**src/rtl/ram_sp_arbiter_pkg.sv**
```systemverilog
// Shared definitions for the two-port RAM arbiter.
// FSM state encodings, read pipeline depth, port identifiers and the
// read-tag record carried down the response pipeline.
package ram_sp_arbiter_pkg;

    localparam logic [0:0] ST_INIT = 1'b0;
    localparam logic [0:0] ST_RUN  = 1'b1;

    // Edges from accept to rvalid: command register, then RAM output register.
    localparam int RD_LATENCY = 2;

    localparam logic PORT_A = 1'b0;
    localparam logic PORT_B = 1'b1;

    typedef struct packed {
        logic valid;
        logic port;
    } rd_tag_t;

endpackage

```
**src/rtl/rr_arbiter_2.sv**
```systemverilog
// Two-requester round-robin arbiter with a combinational grant.
// Ports:
//   clk, reset_n  clock and async active-low reset
//   req[1:0]      requests, bit 0 = port A, bit 1 = port B
//   accept        an access was taken this cycle (advances the pointer)
//   enable        grants are suppressed while low
//   gnt[1:0]      one-hot (or zero) grant
module rr_arbiter_2
    import ram_sp_arbiter_pkg::*;
(
    input  logic       clk,
    input  logic       reset_n,
    input  logic [1:0] req,
    input  logic       accept,
    input  logic       enable,
    output logic [1:0] gnt
);

    logic ptr;

    always_comb begin
        gnt = 2'b00;
        if (enable) begin
            case (req)
                2'b01:   gnt = 2'b01;
                2'b10:   gnt = 2'b10;
                2'b11:   gnt = (ptr == PORT_A) ? 2'b01 : 2'b10;
                default: gnt = 2'b00;
            endcase
        end
    end

    // Pointer moves away from whichever port just won, so a lone requester
    // hands priority to the other side for the next contested cycle.
    always_ff @(posedge clk or negedge reset_n) begin
        if (!reset_n) begin
            ptr <= PORT_A;
        end else if (accept && (gnt != 2'b00)) begin
            ptr <= gnt[0] ? PORT_B : PORT_A;
        end
    end

endmodule

```
**src/rtl/ram_sp_arbiter.sv**
```systemverilog
// Shares one single-port registered-read RAM between requesters A and B.
// Clears the RAM after reset, then grants one access per cycle round-robin
// and returns read data with a per-port valid strobe.
// Ports:
//   clk, reset_n               clock and async active-low reset
//   req/we/addr/wdata_{a,b}    client requests (held until granted)
//   gnt_{a,b}                  combinational grants
//   rvalid_{a,b}, rdata        read response (rdata shared, from the RAM)
//   init_done                  clear sweep finished
//   ram_address/data_in/write_en  registered RAM command
//   ram_data_out               RAM read data
//
// state   | meaning
// ST_INIT | sweeping INIT_VALUE into every RAM word, no grants
// ST_RUN  | arbitrating client accesses
module ram_sp_arbiter
    import ram_sp_arbiter_pkg::*;
#(
    parameter int                    DATA_WIDTH = 8,
    parameter int                    ADDR_WIDTH = 4,
    parameter bit                    INIT_EN    = 1'b1,
    parameter logic [DATA_WIDTH-1:0] INIT_VALUE = '0
) (
    input  logic                  clk,
    input  logic                  reset_n,
    input  logic                  req_a,
    input  logic                  req_b,
    input  logic                  we_a,
    input  logic                  we_b,
    input  logic [ADDR_WIDTH-1:0] addr_a,
    input  logic [ADDR_WIDTH-1:0] addr_b,
    input  logic [DATA_WIDTH-1:0] wdata_a,
    input  logic [DATA_WIDTH-1:0] wdata_b,
    output logic                  gnt_a,
    output logic                  gnt_b,
    output logic                  rvalid_a,
    output logic                  rvalid_b,
    output logic [DATA_WIDTH-1:0] rdata,
    output logic                  init_done,
    output logic [ADDR_WIDTH-1:0] ram_address,
    output logic [DATA_WIDTH-1:0] ram_data_in,
    output logic                  ram_write_en,
    input  logic [DATA_WIDTH-1:0] ram_data_out
);

    logic [0:0]          state;
    logic [ADDR_WIDTH:0] clr_cnt;
    logic [1:0]          gnt;
    logic                accept;
    logic                win_port;
    logic                win_we;
    rd_tag_t             tag_pipe [RD_LATENCY];

    rr_arbiter_2 u_arb (
        .clk     (clk),
        .reset_n (reset_n),
        .req     ({req_b, req_a}),
        .accept  (accept),
        .enable  (state == ST_RUN),
        .gnt     (gnt)
    );

    assign gnt_a    = gnt[0];
    assign gnt_b    = gnt[1];
    assign accept   = |gnt;
    assign win_port = gnt[1] ? PORT_B : PORT_A;
    assign win_we   = (win_port == PORT_B) ? we_b : we_a;

    // The extra MSB on clr_cnt marks the end of the sweep, so the
    // address never wraps back to 0.
    always_ff @(posedge clk or negedge reset_n) begin
        if (!reset_n) begin
            state        <= INIT_EN ? ST_INIT : ST_RUN;
            init_done    <= !INIT_EN;
            clr_cnt      <= '0;
            ram_address  <= '0;
            ram_data_in  <= '0;
            ram_write_en <= 1'b0;
        end else begin
            case (state)
                ST_INIT: begin
                    if (!clr_cnt[ADDR_WIDTH]) begin
                        ram_address  <= clr_cnt[ADDR_WIDTH-1:0];
                        ram_data_in  <= INIT_VALUE;
                        ram_write_en <= 1'b1;
                        clr_cnt      <= clr_cnt + 1'b1;
                    end else begin
                        ram_write_en <= 1'b0;
                        init_done    <= 1'b1;
                        state        <= ST_RUN;
                    end
                end
                default: begin
                    if (accept) begin
                        ram_address  <= (win_port == PORT_B) ? addr_b : addr_a;
                        ram_data_in  <= (win_port == PORT_B) ? wdata_b : wdata_a;
                        ram_write_en <= win_we;
                    end else begin
                        ram_write_en <= 1'b0;
                    end
                end
            endcase
        end
    end

    // Stage 0 lines up with the RAM command register, the last stage with
    // the RAM output register.
    always_ff @(posedge clk or negedge reset_n) begin
        if (!reset_n) begin
            for (int i = 0; i < RD_LATENCY; i++) begin
                tag_pipe[i] <= '0;
            end
        end else begin
            tag_pipe[0].valid <= accept && !win_we;
            tag_pipe[0].port  <= win_port;
            for (int i = 1; i < RD_LATENCY; i++) begin
                tag_pipe[i] <= tag_pipe[i-1];
            end
        end
    end

    assign rvalid_a = tag_pipe[RD_LATENCY-1].valid && (tag_pipe[RD_LATENCY-1].port == PORT_A);
    assign rvalid_b = tag_pipe[RD_LATENCY-1].valid && (tag_pipe[RD_LATENCY-1].port == PORT_B);
    assign rdata    = ram_data_out;

endmodule

```
**config.mk**
```make
export PLATFORM = sky130hd
export DESIGN_NAME = ram_sp_arbiter
export DESIGN_NICKNAME = d
export VERILOG_FILES = /design/src/rtl/ram_sp_arbiter_pkg.sv /design/src/rtl/rr_arbiter_2.sv /design/src/rtl/ram_sp_arbiter.sv
export SDC_FILE = /design/constraint.sdc
export NUM_CORES = 1
export LEC_CHECK = 0
export CAP_MARGIN = 15
export CORE_ASPECT_RATIO = 2
export CORE_MARGIN = 2
export CORE_UTILIZATION = 41
export CTS_CLUSTER_DIAMETER = 30
export DETAILED_ROUTE_END_ITERATION = 6
export PLACE_DENSITY = 0.84
export SLEW_MARGIN = 0
export SYNTH_ARGS = -nofsm -noshare
export SYNTH_HDL_FRONTEND = slang
export SYNTH_SLANG_ARGS = --single-unit
```
**constraint.sdc**
```tcl
create_clock -name clk -period 3.69 [get_ports clk]
set_input_delay 0.738 -clock clk [delete_from_list [all_inputs] [get_ports clk]]
set_output_delay 0.738 -clock clk [all_outputs]
set_load 0.01 [all_outputs]
```
## Word-level counts from Yosys, hierarchy flattened

Cells that the tools add are included.

- Register bits: 25
- Bits in latches: 0
- Memory bits (writable): 0
- Bits in read-only memories: 0
- Input port bits: 38
- Memories kept: 0

- Add/subtract/negate cells: 1
- Multiply operators: 0
- Divide/modulo/power cells: 0
- $lt $le $gt $ge: 0
- Eq/ne operators: 5
- Shifts and indexed selects: 0
- Mux-type cells: 20
- Bitwise operators: 3
- Reductions and logical operators: 10

Operators by type and width:

| kind | number |
|---|---|
| 8-bit 2-to-1 mux | 4 |
| 4-bit 2-to-1 mux | 4 |
| 1-bit 2-to-1 mux | 8 |
| 2-bit one-hot mux with 3 select lines | 1 |
| 2-bit AND reduction | 3 |
| 5-bit by 1-bit adder with 5-bit output (second input constant) | 1 |
| 5-bit 2-to-1 mux | 1 |
| 2-bit equality test (second input constant) | 2 |
| 1-bit logical AND | 4 |
| 2-bit 2-to-1 mux | 2 |
| 1-bit NOT | 3 |
| 2-bit by 1-bit equality test with 1-bit output (second input constant) | 1 |
| 2-bit by 1-bit inequality test with 1-bit output (second input constant) | 1 |
| 2-bit inequality test (second input constant) | 1 |
| 2-bit nonzero test | 1 |
| 2-bit OR reduction | 1 |
| 1-bit zero test | 1 |

## Logic depth before layout (Yosys ltp)

Gate-level depths: netlist of the first run.

- Depth in word-level cells: 7
- Depth in mapped cells: 5

## Modules after synthesis

A second synthesis of the first run with hierarchy kept.

- Cells, all modules: 111
- Area total of the unflattened synthesis: 1,266.2 µm²

By module, submodules not included:

| module | times used | cells each | area each (µm²) | sequential area each (µm²) |
|---|---|---|---|---|
| ram_sp_arbiter | 1 | 103 | 1,204.9 | 600.6 |
| rr_arbiter_2 | 1 | 8 | 61.3 | 25.0 |

## Worst setup path before layout of the first run

No wires, ideal clock.

- Path kind: in2out
- Start point: input req_b
- End point: output gnt_a
- Data arrival time: 1.149 ns
- Required time: 2.952 ns
- Path slack: 1.803 ns
- Stages: 1
- Path through: a211oi_1

- Word-level cells in the longest chain between the ends: 3
- Elaborated cells between the ends (all ways): 5
- Classes of those cells: eq/ne: 3; mux: 2

RTL lines:

| item | line | source |
|---|---|---|
| start, declared | ram_sp_arbiter.sv:27 | `input logic req_b,` |
| 2-bit equality test or 2-bit by 1-bit equality test with 1-bit output (tied branches) | rr_arbiter_2.sv:24 | `case (req)` |
| 2-bit one-hot mux with 3 select lines * | rr_arbiter_2.sv:24 |  |
| 2-bit 2-to-1 mux * | rr_arbiter_2.sv:23 | `if (enable) begin` |
| end, declared | ram_sp_arbiter.sv:34 | `output logic gnt_a,` |

Every way passes the cells marked *; elsewhere a longest branch is shown, timed or not.

## Worst setup path in the final report of the first run

Same ends and word-level chain as after synthesis.

==> results of run 1 <==
[synthesized netlist by cell type]
master,number
nand3_1,1
inv_2,2
o21ai_0,4
nand2_1,9
xnor2_1,1
dfrtp_1,25
and3_1,3
ha_1,1
o21ai_1,9
o21ai_4,1
buf_12,1
a21oi_1,5
o31ai_4,1
a31o_2,1
inv_1,3
mux2_2,1
nor2_1,3
a211oi_1,1
mux2i_1,14
buf_4,8
a22o_1,1
nand2b_1,2
and2_1,1
a31oi_1,1
clkbuf_1,1
nor2b_1,2
xor2_1,2
buf_6,1
[layer usage]
layer	vias to the layer above	GRT usage [%]	routed length [um]
met4	0	6.25	45
met5	-	0	0
li1	440	-	-
met2	30	28.7	1390
met1	446	16.4	896
met3	4	3.60	136
[cell type report]
class	instances	area (um^2)
fill	231	1080
timing repair buffer	50	510
inverter	5	18.8
sequential	25	626
multi-input combinational	64	449
clock buffer	4	45.0
tap	29	36.3
[logic make-up after synthesis]
kind of cell,synth area share [%]
adder cells (fa/ha/maj),1.05
AND/OR/NAND/NOR,8.42
AO/OA/AOI/OAI,13.4
multiplexers,12.7
buffers and inverters,9.58
flip-flops,52.6
XOR/XNOR,2.21
[worst max-delay path, delay by kind of cell]
kind	cells	cell delay, ps
buffers and inverters	2	1160
AO/OA/AOI/OAI	1	380
[per-stage QoR]
stage / area (um^2) / utilization [%] / std cells
floorplan: 1190 / - / 105
global placement: 1620 / 58.3 / 172
detailed placement: 1620 / 58.3 / 172
finish: 1690 / 60.8 / 177
CTS: 1660 / 59.9 / 176
global route: 1690 / 60.8 / 177
[power by group through the flow]
stage	Combinational [mW]	Sequential (mW)	Clock (mW)
after floorplan	0.0543	0.320	0
after global placement	0.134	0.311	0
after detailed placement	0.136	0.313	0
after CTS	0.137	0.308	0.160
after global routing	0.148	0.311	0.169
final	0.137	0.307	0.153
[flip-flops by register name, summed over array words and instances (netlist names)]
register	count
clr_cnt	5
init_done	1
ram_address	4
ram_data_in	8
ram_write_en	1
state	1
tag_pipe	4
u_arb.ptr	1
[how the worst min path moves through the flow]
stage / from / to / slack [ps] / depth (start not counted)
3_5_place_dp: tag_pipe[3] / tag_pipe[1] / 340 / 0
4_1_cts: tag_pipe[3] / tag_pipe[1] / 360 / 0
5_1_grt: tag_pipe[3] / tag_pipe[1] / 370 / 0
2_1_floorplan: tag_pipe[2] / tag_pipe[0] / 330 / 0
6_report: tag_pipe[3] / tag_pipe[1] / 360 / 0
3_3_place_gp: tag_pipe[3] / tag_pipe[1] / 330 / 0
==> impl_metrics.json, run 1 <==
{
  "synth_cell_type_count": 28,
  "cp_slowest_stage_delay_ps": 620,
  "drtPass1Iterations": 3,
  "layout_common_cells": "clkdlybuf4s50_1, dfrtp_1, mux2i_1",
  "total_cts_buffers": 3,
  "first_global_vias": 898,
  "critical_path.slowest_cell": "clkdlybuf4s50_1",
  "flow.area_growth_from_synthesis_pct": 41.8,
  "crit_fanout": 5,
  "worst_r2r_start": "state",
  "min_period_over_period_pct": 81.9,
  "synth_area_leader_cell": "dfrtp_1",
  "worst_hold_check_path_type": "flop to flop",
  "run_status": "finished, final reports clean",
  "timing.critical_path.required_ps": 2950,
  "clock_tree.buffer_depth": 2,
  "regToRegEndpoint": "ram_address[2]",
  "finalHoldViolations": 0,
  "total_power_uw": 597,
  "power.share.combinational_pct": 22.9,
  "clk_pin_slew_worst_paths_ps": 80,
  "drt-vias-per-instance": 5.20,
  "tritoncts": "built",
  "crit_path_start": "req_b",
  "timing.hold.ws_ps": 357,
  "fmax_mhz": 331,
  "ys_seq_area_share_pct": 52.6,
  "num_rows": 27,
  "grt_overflow": 0,
  "maxCapViolCount": 0,
  "antenna_violations_before_repair": 0,
  "total_negative_slack_ps": 0,
  "max_slew_margin_pct": 60.1,
  "drt_first_iter_violations": 12,
  "timing_worst_slew_pin_value_ps": 599,
  "placeable_core_region_um2": 2770,
  "ys_ff_latch": 25,
  "end_point_of_the_critical_path": "gnt_a",
  "setup.worst_path.end_class": "output pin",
  "criticalPathCategory": "primary input to output pin",
  "report.final.setup_viol": 0,
  "mappedNetlistArea_um2": 1190,
  "synth_area_leaders": "dfrtp_1, mux2i_1, buf_4",
  "slew_viol_final": 0,
  "place_congestion": 0.782,
  "critical-path-top-cell-by-count": "clkdlybuf4s50_1",
  "internal-power_uw": 456,
  "design.portCount": 64,
  "worst_setup_slack_final_ps": 669,
  "synth_nets": 144,
  "pwr-share-clk_pct": 25.6,
  "ctsHtreeMaxLevel": 1,
  "share_seq_of_total_power_pct": 51.5,
  "synth.yosys.warnings": 0,
  "grt_first_pass_wirelength_mm": 4.04,
  "fp.dieArea_um2": 3370,
  "sw_ratio_pct": 23.5,
  "routed-via-count": 920,
  "clock_sink_count": 25,
  "die-height_um": 80.1,
  "net-switching-power_uw": 140,
  "synth_top_area_share_pct": 52.6,
  "post-route-drc-count": 0,
  "power.static_leakage_nw": 0.761,
  "postSynthAreaPerCell_um2": 11.3,
  "worst_skew_pair.late_latency_ps": 250,
  "layout_commonest_cell": "clkdlybuf4s50_1",
  "path_cells": "clkdlybuf4s50_1 > a211oi_1 > clkdlybuf4s50_1",
  "wire_per_inst_um": 14.0,
  "fin_worst_skew_ps": 2.21,
  "pwr_density_cell_nw_per_um2": 354,
  "number_of_instances_resized_during_post_cts_repair": 0,
  "power.ir.vdd_worst_uv": 250,
  "globalRouteTotalUtil_pct": 15.5,
  "place_ws_ps": 668,
  "drive_above_1_share_pct": 8.11,
  "cts.root.buffer_cell": "clkbuf_8",
  "starting_density_of_the_core_pct": 42.9,
  "postCtsHoldBufs": 0,
  "finalWirelength_mm": 2.47,
  "rsz_0062_raised_after_global_routing": "false",
  "num_antenna_cells": 0,
  "grt_start_max_net_pins": 26,
  "cp.arrival_ps": 2280,
  "post_cts_buffers": 0,
  "postSynthCellCount": 105,
  "worstSetupStartpointType": "primary input",
  "route.antenna.remaining_nets": 0,
  "die_w_um": 42.1,
  "post_dp_hpwl_mm": 1.96,
  "rrSetupSlack_ps": 2080,
  "layout_min_cycle_time_ps": 3020,
  "r2r_cells": 4,
  "buffers_on_ports": 47,
  "finish.net_count": 188
}
No activity file was read; power rests on OpenSTA's default activity.
==> run 2: changes to the inputs <==
--- a/config.mk
+++ b/config.mk
@@ -8,10 +8,10 @@
 export CAP_MARGIN = 15
 export CORE_ASPECT_RATIO = 2
 export CORE_MARGIN = 2
-export CORE_UTILIZATION = 41
+export CORE_UTILIZATION = 35
 export CTS_CLUSTER_DIAMETER = 30
 export DETAILED_ROUTE_END_ITERATION = 6
-export PLACE_DENSITY = 0.84
+export PLACE_DENSITY = 0.76
 export SLEW_MARGIN = 0
 export SYNTH_ARGS = -nofsm -noshare
 export SYNTH_HDL_FRONTEND = slang
==> constraint.sdc (replaced) <==
create_clock -name clk -period 2.5 [get_ports clk]
set_input_delay 0.5 -clock clk [delete_from_list [all_inputs] [get_ports clk]]
set_output_delay 0.5 -clock clk [all_outputs]
set_load 0.01 [all_outputs]
==> run 2 against run 1 <==
Critical endpoint is now gnt_b. Worst hold slack improved by 5.8 ps. Total power rose by 48%. Count of clock-buffer cells in the layout fell by 1. Worst setup slack worse by 540 ps. Highest routed layer unchanged. Clock power grew 46%.
==> impl_metrics.json, run 2 (synthesis gave the netlist of run 1 again) <==
{
  "run_status": "finished, final reports clean",
  "timing.critical_path.required_ps": 2000,
  "worstPathBufferInverterCount": 3,
  "grt_first_pass_wirelength_mm": 3.94,
  "largest_register_ffs": 8,
  "buffers_on_ports": 47,
  "antenna_violations_before_repair": 0,
  "first_global_vias": 885,
  "place_congestion": 0.772,
  "power.ir.vdd_worst_uv": 345,
  "internal-power_uw": 672,
  "route.met2.wl_mm": 1.17,
  "fin_worst_skew_ps": 3.71,
  "fmax_mhz": 423,
  "setup.worst_path.end_class": "output pin",
  "post-route-drc-count": 0,
  "grt_start_max_net_pins": 26,
  "clock_tree.buffer_depth": 2,
  "layout_common_cells": "clkdlybuf4s50_1, dfrtp_1, mux2i_1",
  "crit_fanout": 4,
  "maxCapViolCount": 0,
  "sw_ratio_pct": 23.7,
  "layout_commonest_cell": "clkdlybuf4s50_1",
  "detailed_place.area_um2": 1650,
  "maxUsedRoutingLayer": "met4",
  "timing_worst_slew_pin_value_ps": 330,
  "worst_skew_pair.late_latency_ps": 260,
  "post_dp_hpwl_mm": 1.92,
  "largest_register": "ram_data_in",
  "total_cts_buffers": 3,
  "reg.largest.list": "ram_data_in x8, clr_cnt x5",
  "cts.root.buffer_cell": "clkbuf_8",
  "starting_density_of_the_core_pct": 36.0,
  "max_slew_margin_pct": 78.0,
  "critical_path.slowest_cell": "clkdlybuf4s50_1",
  "layout.cell_area.non_filler_um2": 1700,
  "worst_hold_check_path_type": "flop to flop",
  "criticalPathCategory": "primary input to output pin",
  "report.final.setup_viol": 0,
  "met1Wirelength_um": 956,
  "pwr_density_cell_nw_per_um2": 518,
  "globalRouteTotalUtil_pct": 13.2,
  "wire_per_inst_um": 12.9,
  "critPathTopFamily": "buffers and inverters",
  "placeable_core_region_um2": 3300,
  "power.share.combinational_pct": 23.1,
  "fp.dieArea_um2": 3910,
  "drt-vias-per-instance": 5.03,
  "share_seq_of_total_power_pct": 51.5,
  "tritoncts": "built",
  "rsz_0062_raised_after_global_routing": "false",
  "postCtsHoldBufs": 0,
  "die_w_um": 45.2,
  "drive_above_1_share_pct": 11.3,
  "final_cell_count_no_fill": 183,
  "number_of_cells_after_detailed_placement": 179,
  "pwr-share-clk_pct": 25.4,
  "net-switching-power_uw": 209,
  "slew_viol_final": 0,
  "worstSetupStartpointType": "primary input",
  "die-height_um": 86.4,
  "grt_overflow": 0,
  "routed-via-count": 921,
  "layout_min_cycle_time_ps": 2370,
  "ctsHtreeMaxLevel": 1,
  "finalWirelength_mm": 2.37,
  "met3WireLength_um": 233,
  "power.static_leakage_nw": 0.784,
  "num_rows": 30,
  "clock_sink_count": 25,
  "min_period_over_period_pct": 94.7,
  "cp.arrival_ps": 1870,
  "drt_first_iter_violations": 17,
  "design.portCount": 64,
  "cp_slowest_stage_delay_ps": 550,
  "nFillCells": 310,
  "place_ws_ps": -57.7,
  "critical-path-top-cell-by-count": "clkdlybuf4s50_1",
  "clk_pin_slew_worst_paths_ps": 80,
  "finalHoldViolations": 0,
  "timing.hold.ws_ps": 363,
  "num_antenna_cells": 0,
  "worst_setup_slack_final_ps": 133,
  "flow.area_growth_from_synthesis_pct": 43.3,
  "drtPass1Iterations": 4,
  "finish.net_count": 191,
  "route.antenna.remaining_nets": 0,
  "path_cells": "clkdlybuf4s50_1 > inv_2 > o21ai_4 > nor2_1 > clkdlybuf4s50_1"
}
## run 2: through the flow
step	power, mW	util [%]	TNS, ps
global placement	0.664	49.9	0
global route	0.937	51.6	0
detailed placement	0.668	49.9	-57.7
finish	0.881	51.6	0
CTS	0.898	51.5	0
floorplan	0.552	-	0
## run 2: metal layers
metal	up-vias	global-route usage, %
li1	443	-
met1	434	15.5
met2	42	22.6
met3	2	3.75
met4	0	4.01
met5	-	0
## run 2: timing repair
item | 4_1_cts | 5_1_grt
gates cloned | 0 | 0
gates resized for setup | 1 | 1
setup buffers | 0 | 0
endpoints found under the setup margin | 1 | 1
## run 2: power by group through the flow
stage / Clock, mW / Sequential, mW / Combinational, mW
after floorplan: 0 / 0.472 / 0.0802
after global placement: 0 / 0.460 / 0.203
after detailed placement: 0 / 0.462 / 0.206
after CTS: 0.236 / 0.454 / 0.208
after global routing: 0.257 / 0.458 / 0.222
final: 0.224 / 0.454 / 0.203
## run 2: worst paths after layout
path / slack (ps) / start / to / depth (start not counted)
min in group asynchronous: 600 / reset_n / tag_pipe[0] / 2
worst max register to register: 1120 / state / ram_data_in[4] / 5
worst min-delay path: 360 / tag_pipe[2] / tag_pipe[0] / 0
worst min register to register: 360 / tag_pipe[2] / tag_pipe[0] / 0
max in group asynchronous: 1660 / reset_n / u_arb.ptr / 2
worst max-delay path: 130 / req_a / gnt_b / 5
## run 2: worst register-to-register path: cells and delay by family, from the launching register on
family / cells / cell delay [ps]
and+or+nand+nor: 1 / 60
buffers and inverters: 2 / 350
DFF: 1 / 480
AOI/OAI and AO/OA: 2 / 430
## run 2: final cells by class
class | count | area (um^2) | area share (%)
multi-input cells | 64 | 454 | 26.7
well taps | 32 | 40.0 | 2.35
clock buffers | 3 | 41.3 | 2.42
clock inverters | 1 | 5.00 | 0.294
flip-flops and latches | 25 | 626 | 36.7
inverters | 5 | 18.8 | 1.10
repair buffers | 53 | 518 | 30.4
==> run 3: changes to the inputs <==
--- a/config.mk
+++ b/config.mk
@@ -11,6 +11,7 @@
 export CORE_UTILIZATION = 35
 export CTS_CLUSTER_DIAMETER = 30
 export DETAILED_ROUTE_END_ITERATION = 6
+export HOLD_SLACK_MARGIN = 0.06
 export PLACE_DENSITY = 0.76
 export SLEW_MARGIN = 0
 export SYNTH_ARGS = -nofsm -noshare
==> results of run 3 <==
The final DEF is identical to that of run 2; final timing and power are the same.
